===== config.mk =====
export PLATFORM = sky130hd
export DESIGN_NAME = controlador_funcion_conf
export DESIGN_NICKNAME = d
export VERILOG_FILES = /design/src/rtl/config_pkg.sv /design/src/rtl/contador_timeout.sv /design/src/rtl/controlador_funcion_conf.sv
export SDC_FILE = /design/constraint.sdc
export NUM_CORES = 1
export LEC_CHECK = 0
export CORE_MARGIN = 1
export CORE_UTILIZATION = 45
export CTS_CLUSTER_DIAMETER = 40
export CTS_CLUSTER_SIZE = 16
export DETAILED_ROUTE_END_ITERATION = 12
export PLACE_DENSITY = 0.72
export SYNTH_ARGS = -nofsm -noshare
export SYNTH_HDL_FRONTEND = slang
export SYNTH_HIERARCHICAL = 1
export SYNTH_SLANG_ARGS = --single-unit

===== constraint.sdc =====
create_clock -name clk -period 3.8 [get_ports clk]
set_input_delay 0.38 -clock clk [delete_from_list [all_inputs] [get_ports clk]]
set_output_delay 0.38 -clock clk [all_outputs]
set_load 0.01 [all_outputs]

===== src/rtl/config_pkg.sv =====
// Shared definitions for the configuration-mode controller: target codes,
// field counts per target and the controller FSM encoding.
package config_pkg;

  localparam logic [1:0] CONF_NONE  = 2'b00;
  localparam logic [1:0] CONF_HORA  = 2'b01;
  localparam logic [1:0] CONF_FECHA = 2'b10;
  localparam logic [1:0] CONF_TIMER = 2'b11;

  localparam int N_CAMPOS_HORA  = 3;
  localparam int N_CAMPOS_FECHA = 4;
  localparam int N_CAMPOS_TIMER = 3;

  typedef enum logic [1:0] {
    ST_IDLE   = 2'd0,
    ST_EDIT   = 2'd1,
    ST_COMMIT = 2'd2
  } estado_t;

  // Index of the last field for a target; the cursor wraps around it.
  function automatic logic [1:0] ultimo_campo(input logic [1:0] modo);
    case (modo)
      CONF_FECHA: return 2'(N_CAMPOS_FECHA - 1);
      CONF_TIMER: return 2'(N_CAMPOS_TIMER - 1);
      default:    return 2'(N_CAMPOS_HORA - 1);
    endcase
  endfunction

endpackage


===== src/rtl/contador_timeout.sv =====
// Idle-cycle counter for the edit session; flags the terminal count for one
// cycle unless a clear arrives in that same cycle.
module contador_timeout #(
  parameter int TIMEOUT_CYC = 500_000_000
) (
  input  logic clk,
  input  logic reset,
  input  logic clear,
  input  logic enable,
  output logic fin_cuenta
);

  localparam int CNT_W = $clog2(TIMEOUT_CYC);
  localparam logic [CNT_W-1:0] CNT_FIN = CNT_W'(TIMEOUT_CYC - 1);

  logic [CNT_W-1:0] cnt_q, cnt_d;

  always_comb begin
    fin_cuenta = enable && !clear && (cnt_q == CNT_FIN);
    cnt_d = cnt_q;
    if (clear) begin
      cnt_d = '0;
    end else if (enable) begin
      cnt_d = fin_cuenta ? '0 : cnt_q + CNT_W'(1);
    end
  end

  always_ff @(posedge clk or negedge reset) begin
    if (!reset) begin
      cnt_q <= '0;
    end else begin
      cnt_q <= cnt_d;
    end
  end

endmodule


===== src/rtl/controlador_funcion_conf.sv =====
// Config-mode controller: turns debounced button pulses into the active
// config target, a field cursor and registered inc/dec/commit/timeout strobes.
module controlador_funcion_conf #(
  parameter int TIMEOUT_CYC = 500_000_000
) (
  input  logic       clk,
  input  logic       reset,
  input  logic       btn_conf,
  input  logic       btn_izq,
  input  logic       btn_der,
  input  logic       btn_arriba,
  input  logic       btn_abajo,
  input  logic [1:0] sw_modo,
  output logic [1:0] funcion_conf,
  output logic [1:0] campo,
  output logic       inc_pulse,
  output logic       dec_pulse,
  output logic       en_config,
  output logic       commit_pulse,
  output logic       timeout_pulse
);

  import config_pkg::*;

  estado_t    estado_q, estado_d;
  logic [1:0] funcion_conf_q, funcion_conf_d;
  logic [1:0] campo_q, campo_d;
  logic       inc_q, inc_d;
  logic       dec_q, dec_d;
  logic       en_config_q, en_config_d;
  logic       commit_q, commit_d;
  logic       timeout_q, timeout_d;

  logic       algun_btn;
  logic       cnt_enable;
  logic       cnt_clear;
  logic       fin_cuenta;
  logic [1:0] ultimo;

  assign algun_btn  = btn_conf | btn_izq | btn_der | btn_arriba | btn_abajo;
  assign cnt_enable = (estado_q == ST_EDIT);
  assign cnt_clear  = !cnt_enable || algun_btn;

  contador_timeout #(
    .TIMEOUT_CYC (TIMEOUT_CYC)
  ) u_contador_timeout (
    .clk        (clk),
    .reset      (reset),
    .clear      (cnt_clear),
    .enable     (cnt_enable),
    .fin_cuenta (fin_cuenta)
  );

  always_ff @(posedge clk or negedge reset) begin
    if (!reset) begin
      estado_q <= ST_IDLE;
    end else begin
      estado_q <= estado_d;
    end
  end

  // A button in the terminal-count cycle keeps the session alive.
  always_comb begin
    estado_d = estado_q;
    case (estado_q)
      ST_IDLE: begin
        if (btn_conf && (sw_modo != CONF_NONE)) estado_d = ST_EDIT;
      end
      ST_EDIT: begin
        if (btn_conf)        estado_d = ST_COMMIT;
        else if (fin_cuenta) estado_d = ST_IDLE;
      end
      ST_COMMIT: estado_d = ST_IDLE;
      default:   estado_d = ST_IDLE;
    endcase
  end

  always_comb begin
    funcion_conf_d = CONF_NONE;
    campo_d        = '0;
    inc_d          = 1'b0;
    dec_d          = 1'b0;
    en_config_d    = 1'b0;
    commit_d       = 1'b0;
    timeout_d      = 1'b0;
    ultimo         = ultimo_campo(funcion_conf_q);
    case (estado_q)
      ST_IDLE: begin
        if (btn_conf && (sw_modo != CONF_NONE)) begin
          funcion_conf_d = sw_modo;
          en_config_d    = 1'b1;
        end
      end
      ST_EDIT: begin
        if (btn_conf) begin
          // Target stays selected through the commit cycle so CS remains valid.
          funcion_conf_d = funcion_conf_q;
          campo_d        = campo_q;
          en_config_d    = 1'b1;
          commit_d       = 1'b1;
        end else if (fin_cuenta) begin
          timeout_d = 1'b1;
        end else begin
          funcion_conf_d = funcion_conf_q;
          en_config_d    = 1'b1;
          campo_d        = campo_q;
          if (btn_der && !btn_izq) begin
            campo_d = (campo_q == ultimo) ? 2'd0 : campo_q + 2'd1;
          end else if (btn_izq && !btn_der) begin
            campo_d = (campo_q == 2'd0) ? ultimo : campo_q - 2'd1;
          end
          inc_d = btn_arriba && !btn_abajo;
          dec_d = btn_abajo && !btn_arriba;
        end
      end
      default: ;
    endcase
  end

  always_ff @(posedge clk or negedge reset) begin
    if (!reset) begin
      funcion_conf_q <= CONF_NONE;
      campo_q        <= '0;
      inc_q          <= 1'b0;
      dec_q          <= 1'b0;
      en_config_q    <= 1'b0;
      commit_q       <= 1'b0;
      timeout_q      <= 1'b0;
    end else begin
      funcion_conf_q <= funcion_conf_d;
      campo_q        <= campo_d;
      inc_q          <= inc_d;
      dec_q          <= dec_d;
      en_config_q    <= en_config_d;
      commit_q       <= commit_d;
      timeout_q      <= timeout_d;
    end
  end

  assign funcion_conf  = funcion_conf_q;
  assign campo         = campo_q;
  assign inc_pulse     = inc_q;
  assign dec_pulse     = dec_q;
  assign en_config     = en_config_q;
  assign commit_pulse  = commit_q;
  assign timeout_pulse = timeout_q;

endmodule


## Yosys cells after proc, flatten, opt, wreduce, memory -nomap -nowiden

Index checks and enable logic that the tools add are counted.

| word-level totals | value |
|---|---|
| latch bits | 0 |
| logic and storage cells | 79 |
| ROM bits | 0 |
| RAM bits | 0 |
| memories | 0 |
| bits of input ports | 9 |
| register bits after elaboration | 40 |
| output and inout port bits | 9 |

| operators by class | value |
|---|---|
| div/mod/pow operators | 0 |
| reductions and logical operators | 21 |
| shifts and indexed selects | 0 |
| equal/unequal tests | 9 |
| $mul | 0 |
| bitwise operators | 4 |
| muxes and demuxes | 33 |
| $lt $le $gt $ge | 0 |
| $add $sub $neg | 3 |

Operators with widths:

| operator | number |
|---|---|
| 2-to-1 mux 29 bit | 3 |
| adder 29 x 1 -> 29 bit, second input constant | 1 |
| == test 29 bit, second input constant | 1 |
| 2-to-1 mux 2 bit | 12 |
| 2-to-1 mux 1 bit | 15 |
| case mux 2 bit (2 select lines) | 2 |
| logical AND 1 bit | 7 |
| zero test 1 bit | 6 |
| AND reduction 2 bit | 3 |
| zero test 2 bit | 2 |
| != test 2 bit, second input constant | 2 |
| != test 4 x 1 -> 1 bit, second input constant | 1 |
| bitwise OR 1 bit | 4 |
| nonzero test 2 bit | 2 |
| != test 3 x 2 -> 1 bit, second input constant | 1 |
| adder 2 x 1 -> 2 bit, second input constant | 1 |
| == test 2 x 1 -> 1 bit, second input constant | 1 |
| == test 2 bit | 1 |
| == test 2 bit, second input constant | 1 |
| != test 2 x 1 -> 1 bit, second input constant | 1 |
| case mux 1 bit (2 select lines) | 1 |
| subtractor 2 x 1 -> 2 bit, second input constant | 1 |
| logical OR 1 bit | 1 |

## Logic depth before layout (Yosys ltp)

Gate-level depths: netlist (run 1).

| depth | value |
|---|---|
| word-level depth | 11 |
| depth in mapped cells | 9 |
| gate-level depth less buffers | 9 |

## Modules after synthesis

Netlist (run 1), hierarchy kept.

Modules (own cells, without submodules):

| module | times used | cells an instance | area each (µm²) |
|---|---|---|---|
| contador_timeout | 1 | 191 | 1,746.7 |
| controlador_funcion_conf | 1 | 56 | 579.3 |

## Worst setup path after synthesis (run 1)

No wires, ideal clock.

| timing path | value |
|---|---|
| path kind | register to register |
| start | reg estado_q[0] |
| end | reg campo_q[1], in the netlist campo[1] |
| path slack | 1.472 ns |
| path buffers | 0 |
| stages on the path, launching flop included | 10 |
| data arrival time | 2.264 ns |
| clock period less this slack | 2.328 ns |
| data required time | 3.735 ns |
| path through | dfrtp_1 -> and2b_1 -> and2b_2 -> nand2_1 -> nand2b_1 -> nor2_1 -> or4b_4 -> or4_1 -> o21ai_1 -> a41o_2 |

| on the way | value |
|---|---|
| cells in the longest elaborated chain, start to end | 9 |
| elaborated cells on any way between the ends | 12 |

Ends and longest elaborated chain:

| item | line | source |
|---|---|---|
| start: declaration | controlador_funcion_conf.sv:25 | `estado_t estado_q, estado_d;` |
| start signal: assignment | controlador_funcion_conf.sv:58 | `estado_q <= estado_d;` |
| == test 2 x 1 -> 1 bit (*) | controlador_funcion_conf.sv:41 | `assign cnt_enable = (estado_q == ST_EDIT);` |
| named net cnt_enable | controlador_funcion_conf.sv:35 | `logic cnt_enable;` |
| zero test 1 bit (*) | controlador_funcion_conf.sv:42 | `assign cnt_clear = !cnt_enable \|\| algun_btn;` |
| logical OR 1 bit (*) | controlador_funcion_conf.sv:42 |  |
| named net cnt_clear | controlador_funcion_conf.sv:36 | `logic cnt_clear;` |
| zero test 1 bit (*) | contador_timeout.sv:19 | `fin_cuenta = enable && !clear && (cnt_q == CNT_FIN);` |
| logical AND 1 bit (*) (2 in series) | contador_timeout.sv:19 |  |
| named net fin_cuenta | controlador_funcion_conf.sv:37 | `logic fin_cuenta;` |
| 2-to-1 mux 2 bit | controlador_funcion_conf.sv:101 | `end else if (fin_cuenta) begin` |
| 2-to-1 mux 2 bit | controlador_funcion_conf.sv:95 | `if (btn_conf) begin` |
| 2-to-1 mux 2 bit | controlador_funcion_conf.sv:87 | `case (estado_q)` |
| end signal: assignment | controlador_funcion_conf.sv:131 | `campo_q <= campo_d;` |
| end: declaration | controlador_funcion_conf.sv:27 | `logic [1:0] campo_q, campo_d;` |

The timed path passes the listed nets; every way through them passes the cells marked *. The select of a mux whose other input is x is not followed.
A chain may end at the register's enable or synchronous reset.

## Final worst setup path (run 1)

| timing path | value |
|---|---|
| start | in btn_conf |
| end | reg campo_q[1], in the netlist campo[1] |

| on the way | value |
|---|---|
| cells in the longest elaborated chain, start to end | 11 |
| elaborated cells on any way between the ends | 14 |

Ends and longest elaborated chain:

| item | line | source |
|---|---|---|
| start: declaration | controlador_funcion_conf.sv:8 | `input logic btn_conf,` |
| bitwise OR 1 bit (*) (4 in series) | controlador_funcion_conf.sv:40 | `assign algun_btn = btn_conf \| btn_izq \| btn_der \| btn_arriba \| btn_abajo;` |
| logical OR 1 bit (*) | controlador_funcion_conf.sv:42 |  |
| named net cnt_clear | controlador_funcion_conf.sv:36 |  |
| zero test 1 bit (*) | contador_timeout.sv:19 |  |
| logical AND 1 bit (*) (2 in series) | contador_timeout.sv:19 |  |
| named net fin_cuenta | controlador_funcion_conf.sv:37 |  |
| 2-to-1 mux 2 bit | controlador_funcion_conf.sv:101 |  |
| 2-to-1 mux 2 bit | controlador_funcion_conf.sv:95 |  |
| 2-to-1 mux 2 bit | controlador_funcion_conf.sv:87 |  |

Marked as above.

==> flow_summary.json, run 1 <==
{
  "finClkSkew_ns": 0.00928,
  "dieArea_um2": 5460,
  "cts_hold_buf": 0,
  "slowest_stage": "clkdlybuf4s50_1",
  "grt_util_met2_pct": 27.2,
  "hpwl_mm": 3.16,
  "synthSimpleGateAreaFrac_pct": 29.5,
  "rsz0062_at_grt": "no",
  "min_period_ns": 2.62,
  "vias": 1903,
  "intPower_uw": 643,
  "firstDrtPassIters": 4,
  "clk-insertion-delay-late_ns": 0.29,
  "gp_congestion": 0.803,
  "start_util_pct": 48.0,
  "drv_cap": 0,
  "detail-route-antenna-nets": 0,
  "clockBufferDepth": 2,
  "startpoint": "btn_conf",
  "core_um2": 4850,
  "critical_path.startpoint_type": "input port",
  "wirelength_mm": 4.66,
  "syn_nets": 259,
  "vias_per_cell": 5.75,
  "synth_area_leader_cell": "dfrtp_1",
  "p_leak_uw": 0.00106,
  "reg2regPathDepth": 9,
  "num_rows": 25,
  "ys_types": 54,
  "grt_max_degree": 41,
  "crit_buf_inv": 1,
  "yosys-top-cells-count": "40 x dfrtp_1, 32 x nand2_1, 21 x a31oi_1, 20 x a21oi_1, 17 x nor2_1",
  "reg2reg_from": "estado_q[1]",
  "setup_tns_ns": 0,
  "hold_violations": 0,
  "ir_drop_mv": 0.175,
  "path_clk_slew_ns": 0.08,
  "grt.overflow.total": 0,
  "antenna_found_initial": 0,
  "top_usage_layer": "met1",
  "dr.first_iter.drc_count": 167,
  "synth_xor_area_share_pct": 0.753,
  "ff2ff_setup_slack_ns": 1.18,
  "status": "complete, no violations",
  "seq_area_um2": 1000,
  "cts_buffers": 5,
  "ys_seq_area_share_pct": 43.0,
  "synthTopCellsByArea": "dfrtp_1 43%, a31oi_1 5.6%, nand2_1 5.2%, a21oi_1 4.3%, nand3_1 2.8%",
  "grtUsageMet3_pct": 3.43,
  "yosysMostFrequentCell": "dfrtp_1",
  "synth_mux_area_share_pct": 2.31,
  "worst_pin_slew_ns": 0.893,
  "slew_violations": 0,
  "pwr-share-clk_pct": 34.7,
  "io_buffers": 17,
  "synth_warnings": 6,
  "setup_ws_ns": 1.18,
  "p_comb_share_pct": 12.7,
  "fmax_mhz": 382,
  "drive_gt1_share_pct": 11.0,
  "synth_compound_area_share_pct": 18.7,
  "worstPathCellList": "clkdlybuf4s50_1 > and2b_2 > nand2_1 > nand2b_1 > nor2_1 > or4b_4 > or4_1 > o21ai_1 > a41o_2",
  "p_sw_share_pct": 25.3,
  "syn_to_final_growth_pct": 12.4,
  "cts-root-buf": "clkbuf_8",
  "grt_pass1_wl_mm": 7.81,
  "grt_pass1_vias": 1666,
  "avgRoutedWirePerCell_um": 14.1,
  "crit_cells": 9,
  "synthAdderAreaFrac_pct": 1.61,
  "drc_errors": 0,
  "fin_hold_ws_ns": 0.202,
  "cts.sinks": 40,
  "critical_path.top_delay_family": "simple AND/OR/NAND/NOR gates",
  "post_cts_resized": 0,
  "finalCritPeriodShare_pct": 68.9,
  "cp_max_fo": 10,
  "end_kind": "register",
  "max_stage_delay_ns": 0.65,
  "postCtsSetupBuffers": 0,
  "slew_headroom_pct": 40.4,
  "insertedDiodeCount": 0,
  "pwr-share-seq_pct": 52.6,
  "synthArstFlopShare_pct": 100,
  "postSynthCellCount": 247,
  "syn_area_um2": 2330,
  "setup_viol": 0,
  "worstSetupPathType": "in2reg",
  "met1_usage_pct": 28.3,
  "n_fill_cell": 453,
  "nets": 275,
  "cts_tree": "built",
  "htree_levels": 2,
  "synth_top_cell_area_share_pct": 43.0,
  "place_ws_ns": 0.872,
  "ys.flop_type": "dfrtp_1",
  "min_path_type": "in2async",
  "synth_area_per_cell_um2": 9.42,
  "synth-edff-count": 0,
  "p_switching_uw": 218,
  "critPathRequiredTime_ns": 4.04,
  "synth_top_family_by_area": "simple AND/OR/NAND/NOR gates",
  "multi_input_area_um2": 1240,
  "grt_util_all_layers_pct": 18.8,
  "dieWidth_um": 73.9,
  "dieHeight_um": 73.9,
  "power.density_nw_per_um2": 330,
  "p_total_uw": 862,
  "arrival_ns": 2.86,
  "pin_count": 18,
  "ys_ff_latch": 40
}
-- layout make-up --
cell class,count,share of cell area [%]
sequential,40,38.3
tap,67,3.21
multi-input combinational,192,47.3
inverter,6,0.861
clock inverter,2,0.574
timing repair buffer,18,6.60
clock buffer,6,3.16
-- registers in the layout (all words and copies together) (netlist names) --
name	count
commit_pulse	1
en_config	1
funcion_conf	2
campo	2
u_contador_timeout/cnt_q	29
estado_q	2
inc_pulse	1
dec_pulse	1
timeout_pulse	1
-- stage by stage --
stage | std cells | area [µm²] | util, %
2_1_floorplan | 247 | 2330 | -
3_3_place_gp | 323 | 2520 | 51.9
3_5_place_dp | 323 | 2520 | 51.9
4_1_cts | 331 | 2620 | 53.9
5_1_grt | 331 | 2620 | 53.9
6_report | 331 | 2620 | 53.9
-- cell usage in the layout, fill, tap and decap left out, types with 3 or more instances in the layout --
cell and instances:
nand2b_1 6, nor4_1 3, a41oi_1 7, a21oi_1 20, o21ai_0 8, and3_1 4
nor2_1 17, a31oi_1 21, clkdlybuf4s50_1 16, nand2_1 32, nand4_1 6, clkbuf_8 6
dfrtp_1 40, ha_1 3, and2_1 4, nor4_4 3, inv_1 6, nand3_1 13
mux2_2 3
-- kinds of logic (layout without fill, tap and decap cells) --
group,Yosys count,in the layout
muxes,5,5
xor gates and xnor gates,2,2
adders and majority gates,3,3
DFF,40,40
and+or+nand+nor,114,114
buffers and inverters,15,32
AOI/OAI and AO/OA,68,68
-- power groups by stage --
stage / registers (µW) / logic [µW] / clock network, µW
floorplan: 465 / 55.9 / 0
global placement: 461 / 110 / 0
detailed placement: 462 / 111 / 0
CTS: 453 / 111 / 310
global route: 455 / 123 / 327
finish: 453 / 110 / 299
-- per-layer routing --
layer	up-vias	share of wire (%)
met5	-	0
met4	0	0.86
met3	5	4.4
met2	44	43
met1	897	52
li1	957	-
-- worst reg2reg max path: stages, from the launching register on --
cell and delay (ns):
dfrtp_1 0.44, and2b_1 0.32, and2b_2 0.24, nand2_1 0.15, nand2b_1 0.20, nor2_1 0.11
or4b_4 0.51, or4_1 0.40, o21ai_1 0.08, a41o_2 0.10
-- final timing paths --
| path | end |
|---|---|
| worst min-delay path | funcion_conf[0] |
| worst max-delay path | campo[1] |
| min in group clk | u_contador_timeout/cnt_q[27] |
| worst max register to register | campo[1] |
| worst min register to register | u_contador_timeout/cnt_q[27] |
| max in group asynchronous | u_contador_timeout/cnt_q[10] |
(Power assumes the default switching activity.)
==> run 2: changes to the inputs <==
--- a/config.mk
+++ b/config.mk
@@ -10,7 +10,7 @@
 export CTS_CLUSTER_DIAMETER = 40
 export CTS_CLUSTER_SIZE = 16
 export DETAILED_ROUTE_END_ITERATION = 12
-export PLACE_DENSITY = 0.72
+export PLACE_DENSITY = 0.75
 export SYNTH_ARGS = -nofsm -noshare
 export SYNTH_HDL_FRONTEND = slang
 export SYNTH_HIERARCHICAL = 1
==> constraint.sdc (replaced) <==
create_clock -name clk -period 2.3 [get_ports clk]
set_input_delay 0.23 -clock clk [delete_from_list [all_inputs] [get_ports clk]]
set_output_delay 0.23 -clock clk [all_outputs]
set_load 0.01 [all_outputs]
==> run 2 against run 1 <==
Effect of this change: non-clock buffer count up 22; combinational power increased by 95%; cell count increased by 6.3%; sequential cell count unchanged; final area up 6.3%; core utilization rose by 3.4 points; clock power is 53% higher; global-route usage is 2.5 points higher; largest cell class unchanged; highest routed layer unchanged.
==> flow_summary.json, run 2 (same netlist as run 1, synthesis figures left out) <==
{
  "reg2regPathDepth": 8,
  "gp_congestion": 0.777,
  "grt_max_degree": 41,
  "grt.overflow.total": 0,
  "pin_count": 18,
  "detail-route-antenna-nets": 0,
  "ir_drop_mv": 0.259,
  "hpwl_mm": 3.53,
  "setup_tns_ns": 0,
  "arrival_ns": 2.37,
  "firstDrtPassIters": 4,
  "largest_register_ffs": 29,
  "htree_levels": 2,
  "dieHeight_um": 73.9,
  "fin_hold_ws_ns": 0.0539,
  "final_area_um2": 2780,
  "fmax_mhz": 461,
  "grt_util_all_layers_pct": 21.3,
  "clockBufferDepth": 2,
  "p_leak_uw": 0.00117,
  "num_rows": 25,
  "postPlaceCellArea_um2": 2690,
  "cts.sinks": 40,
  "cts_buffers": 5,
  "drv_cap": 0,
  "final_common_cell": "dfrtp_1",
  "cp_max_fo": 5,
  "multi_input_area_um2": 1240,
  "dieArea_um2": 5460,
  "setup_viol": 0,
  "finalCritPeriodShare_pct": 94.4,
  "reg2reg_from": "u_contador_timeout/cnt_q[21]",
  "startpoint": "u_contador_timeout/cnt_q[21]",
  "vias_per_cell": 5.71,
  "post_cts_resized": 0,
  "min_period_ns": 2.17,
  "crit_buf_inv": 0,
  "critPathRequiredTime_ns": 2.50,
  "final_cells": 352,
  "slew_violations": 0,
  "max_stage_delay_ns": 0.44,
  "insertedDiodeCount": 0,
  "n_fill_cell": 432,
  "dr.first_iter.drc_count": 139,
  "dieWidth_um": 73.9,
  "path_clk_slew_ns": 0.08,
  "wirelength_mm": 5.07,
  "critical_path.top_delay_family": "simple AND/OR/NAND/NOR gates",
  "worst_pin_slew_ns": 0.906,
  "start_util_pct": 48.0,
  "slew_headroom_pct": 39.6,
  "end_kind": "register",
  "critical_path.startpoint_type": "register",
  "grt_pass1_wl_mm": 8.76,
  "clk-insertion-delay-late_ns": 0.30,
  "drive_gt1_share_pct": 18.2,
  "final_util_pct": 57.3,
  "syn_to_final_growth_pct": 19.5,
  "worstPathCellList": "nor4_1 > and4_1 > nand2_1 > nor2_1 > and2b_2 > o21ai_0 > o21ai_1 > a41o_2",
  "finClkSkew_ns": 0.0112,
  "regMostFlops": "u_contador_timeout/cnt_q",
  "ff2ff_setup_slack_ns": 0.13,
  "layout.cells.most_common_list": "40 x dfrtp_1, 31 x nand2_1, 22 x buf_4, 21 x a31oi_1, 20 x a21oi_1",
  "io_buffers": 17,
  "cts_tree": "built",
  "nets": 297,
  "grt_pass1_vias": 1903,
  "slowest_stage": "dfrtp_1",
  "dp_cells": 344,
  "rr_endpoint": "campo[1]",
  "core_um2": 4850,
  "drc_errors": 0,
  "hold_violations": 0,
  "cts-root-buf": "clkbuf_8",
  "vias": 2011,
  "rsz0062_at_grt": "no",
  "antenna_found_initial": 0,
  "seq_area_um2": 1000,
  "status": "complete, no violations",
  "avgRoutedWirePerCell_um": 14.4,
  "power.density_nw_per_um2": 508,
  "min_path_type": "in2async",
  "worstSetupPathType": "reg2reg"
}
==> run 2: worst max path at each step <==
stage	end	slack [ns]	cells after the start
after CTS	campo[0]	0.01	8
final	campo[1]	0.13	8
after global placement	campo[1]	-0.003	9
after global routing	campo[1]	0.002	8
after detailed placement	campo[0]	-0.04	8
after floorplan	campo[1]	0.007	9
==> run 2: layout make-up <==
| cell class | instances | area share (%) |
|---|---|---|
| inverter | 6 | 0.810 |
| clock buffer | 5 | 2.48 |
| clock inverter | 2 | 0.450 |
| sequential | 40 | 36.0 |
| timing repair buffer | 40 | 12.6 |
| tap | 67 | 3.02 |
| multi-input combinational | 192 | 44.6 |
==> run 2: per-layer routing <==
metal	up-vias	wire length, µm	global-route usage, %
met5	-	0	0
li1	998	-	-
met2	31	2320	32.2
met4	0	59	6.41
met3	7	161	4.39
met1	975	2530	30.8
==> run 2: per-stage QoR <==
step / total power (µW) / setup slack (ns)
after detailed placement: 971 / -0.0429
after global routing: 1470 / 0.00192
after global placement: 965 / -0.00347
after floorplan: 862 / 0.00700
final: 1410 / 0.130
after CTS: 1430 / 0.00997
==> run 2: what timing repair did <==
item | in CTS | in global routing
hold buffers | 0 | 0
setup endpoints to repair | 0 | 2
buffers inserted | 0 | 1
endpoints found under the hold margin | 0 | 0
==> run 2: report_power, final <==
part,total (µW),internal (µW),switching (µW)
logic,215,112,102
clock network,456,206,250
registers,741,726,14.5
==> run 3: changes to the inputs <==
--- a/config.mk
+++ b/config.mk
@@ -13,5 +13,4 @@
 export PLACE_DENSITY = 0.75
 export SYNTH_ARGS = -nofsm -noshare
 export SYNTH_HDL_FRONTEND = slang
-export SYNTH_HIERARCHICAL = 1
 export SYNTH_SLANG_ARGS = --single-unit
==> run 3 against run 2 <==
Effect of this change: final area down 14%; synthesized cell count down 17%; critical path depth down 2; combinational power down 14%; maximum frequency down 0.25%; core utilization up 0.42 points; count of clock-buffer cells in the layout up 1; critical path type unchanged; critical endpoint is now en_config; largest cell class is now sequential cells.
==> flow_summary.json, run 3 <==
{
  "crit_buf_inv": 1,
  "grtUsageMet3_pct": 5.10,
  "p_leak_uw": 0.000942,
  "largest_register_ffs": 29,
  "top_usage_layer": "met2",
  "insertedDiodeCount": 0,
  "ys_seq_area_share_pct": 49.9,
  "fmax_mhz": 460,
  "rsz0062_at_grt": "no",
  "clockBufferDepth": 2,
  "synth_warnings": 0,
  "drv_cap": 0,
  "worstPathCellList": "nor2b_4 > or3b_1 > or4_1 > o31ai_1 > buf_4 > nand2_1",
  "final_cells": 288,
  "avgRoutedWirePerCell_um": 14.3,
  "core_um2": 4140,
  "num_rows": 23,
  "setup_tns_ns": 0,
  "syn_nets": 218,
  "grt_max_degree": 41,
  "synth_top_cell_area_share_pct": 49.9,
  "grt_util_met2_pct": 31.3,
  "yosys-top-cells-count": "40 x dfrtp_1, 35 x nor2_1, 21 x nand2_1, 17 x xnor2_1",
  "layout.cells.most_common_list": "40 x dfrtp_1, 35 x nor2_1, 21 x nand2_1, 17 x xnor2_1, 16 x clkdlybuf4s50_1",
  "synthArstFlopShare_pct": 100,
  "finClkSkew_ns": 0.00613,
  "clk-insertion-delay-late_ns": 0.29,
  "dieWidth_um": 68.7,
  "grt_util_all_layers_pct": 19.6,
  "grt.overflow.total": 0,
  "gp_congestion": 0.803,
  "arrival_ns": 2.35,
  "ys.flop_type": "dfrtp_1",
  "io_buffers": 17,
  "met1_usage_pct": 25.2,
  "syn_to_final_growth_pct": 19.4,
  "cts.sinks": 40,
  "start_util_pct": 48.4,
  "htree_levels": 2,
  "synthTopCellsByArea": "dfrtp_1 50%, xnor2_1 7.4%, nor2_1 6.6%, nand2_1 3.9%, xor2_1 3.5%",
  "antenna_found_initial": 0,
  "critical_path.top_delay_family": "simple AND/OR/NAND/NOR gates",
  "synth_area_leader_cell": "dfrtp_1",
  "detail-route-antenna-nets": 0,
  "synth-edff-count": 0,
  "final_common_cell": "dfrtp_1",
  "path_clk_slew_ns": 0.08,
  "cts-root-buf": "clkbuf_8",
  "slowest_stage": "or4_1",
  "synth_area_per_cell_um2": 9.73,
  "cts_buffers": 5,
  "final_area_um2": 2390,
  "grt_pass1_vias": 1509,
  "yosysMostFrequentCell": "dfrtp_1",
  "firstDrtPassIters": 4,
  "n_fill_cell": 358,
  "postPlaceCellArea_um2": 2280,
  "slew_headroom_pct": 42.7,
  "hold_violations": 0,
  "cp_max_fo": 7,
  "power.density_nw_per_um2": 591,
  "grt_pass1_wl_mm": 6.69,
  "vias_per_cell": 5.40,
  "critPathRequiredTime_ns": 2.47,
  "vias": 1555,
  "end_kind": "register",
  "status": "complete, no violations",
  "critical_path.startpoint_type": "register",
  "postSynthCellCount": 206,
  "drive_gt1_share_pct": 11.8,
  "max_stage_delay_ns": 0.50,
  "worstSetupPathType": "reg2reg",
  "slew_violations": 0,
  "dieHeight_um": 68.7,
  "nets": 249,
  "dr.first_iter.drc_count": 94,
  "min_period_ns": 2.18,
  "ys_ff_latch": 40,
  "syn_area_um2": 2000,
  "finalCritPeriodShare_pct": 94.6,
  "ys_types": 37,
  "worst_pin_slew_ns": 0.860,
  "regMostFlops": "u_contador_timeout.cnt_q",
  "drc_errors": 0,
  "cts_tree": "built",
  "setup_viol": 0,
  "pin_count": 18,
  "dp_cells": 278,
  "wirelength_mm": 4.13,
  "min_path_type": "in2async",
  "ir_drop_mv": 0.233,
  "dieArea_um2": 4730,
  "hpwl_mm": 2.95
}
-- run 3: cell types whose count changed after synthesis, sizes merged, moves of 5 or more --
cell	change
nand2	-11
nor3	+5
xor2	+8
nand2b	-6
nor2	+18
a31oi	-20
o21ai	-5
a21oi	-16
nand3	-7
xnor2	+15
a41oi	-7
-- run 3: worst register-to-register path, stage by stage (launching register included) --
cell and delay [ns]:
dfrtp_1 0.42, nor2b_4 0.20, or3b_1 0.38, or4_1 0.50, o31ai_1 0.33, buf_4 0.18, nand2_1 0.04
-- run 3: logic make-up after synthesis --
kind of cell | count (synthesis) | share of synthesized area, %
adder cells (fa/ha/maj) | 3 | 1.87
AO/OA/AOI/OAI | 17 | 5.87
buffers and inverters | 12 | 3.37
multiplexers | 1 | 0.499
AND/OR/NAND/NOR | 108 | 27.5
flip-flops | 40 | 49.9
XOR/XNOR | 25 | 10.9
-- run 3: per-layer routing --
layer  part of all wire (%)  routed length, µm
met5                      0                  0
met1                     46               1890
met4                    1.8                 74
met2                     48               1970
met3                    4.5                186
-- run 3: area by class of cell --
class	instances	area [µm²]	share of cell area, %
clock buffer	6	82.6	3.45
clock inverter	2	10.0	0.418
multi-input combinational	154	940	39.3
timing repair buffer	30	275	11.5
inverter	6	22.5	0.941
tap	50	62.6	2.61
sequential	40	1000	41.8
-- run 3: path summary, 6_finish.rpt --
| check | start | slack (ns) | depth (start not counted) | to |
|---|---|---|---|---|
| worst min register to register | u_contador_timeout.cnt_q[0] | 0.46 | 1 | u_contador_timeout.cnt_q[0] |
| min in group clk | u_contador_timeout.cnt_q[0] | 0.46 | 1 | u_contador_timeout.cnt_q[0] |
| worst max-delay path | estado_q[1] | 0.12 | 6 | en_config |
| max in group asynchronous | reset | 1.72 | 1 | u_contador_timeout.cnt_q[5] |
| worst min-delay path | reset | 0.04 | 1 | commit_pulse |
| worst max register to register | estado_q[1] | 0.12 | 6 | en_config |
-- run 3: what timing repair did --
item | 4_1_cts | 5_1_grt
setup endpoints to repair | 0 | 1
gates resized for setup | 0 | 1
hold buffers | 0 | 0
buffers inserted | 0 | 2
endpoints found under the hold margin | 0 | 0
-- run 3: report_power, final --
part | leakage, µW | internal (µW) | switching, µW
clock | 0.0000510 | 239 | 241
combinational | 0.000339 | 99.0 | 85.4
sequential | 0.000552 | 729 | 21.3
total | 0.000942 | 1070 | 348
-- run 3: per-stage QoR --
| stage | hold WS, ns | utilization [%] | worst slack [ns] | total power (µW) |
|---|---|---|---|---|
| global route | 0.121 | 57.8 | 0.0144 | 1470 |
| CTS | 0.0751 | 57.3 | 0.0624 | 1430 |
| floorplan | -0.0656 | - | 0.263 | 851 |
| detailed placement | 0.397 | 55.1 | 0.103 | 951 |
| global placement | 0.396 | 55.1 | 0.132 | 944 |
| finish | 0.0377 | 57.8 | 0.124 | 1420 |
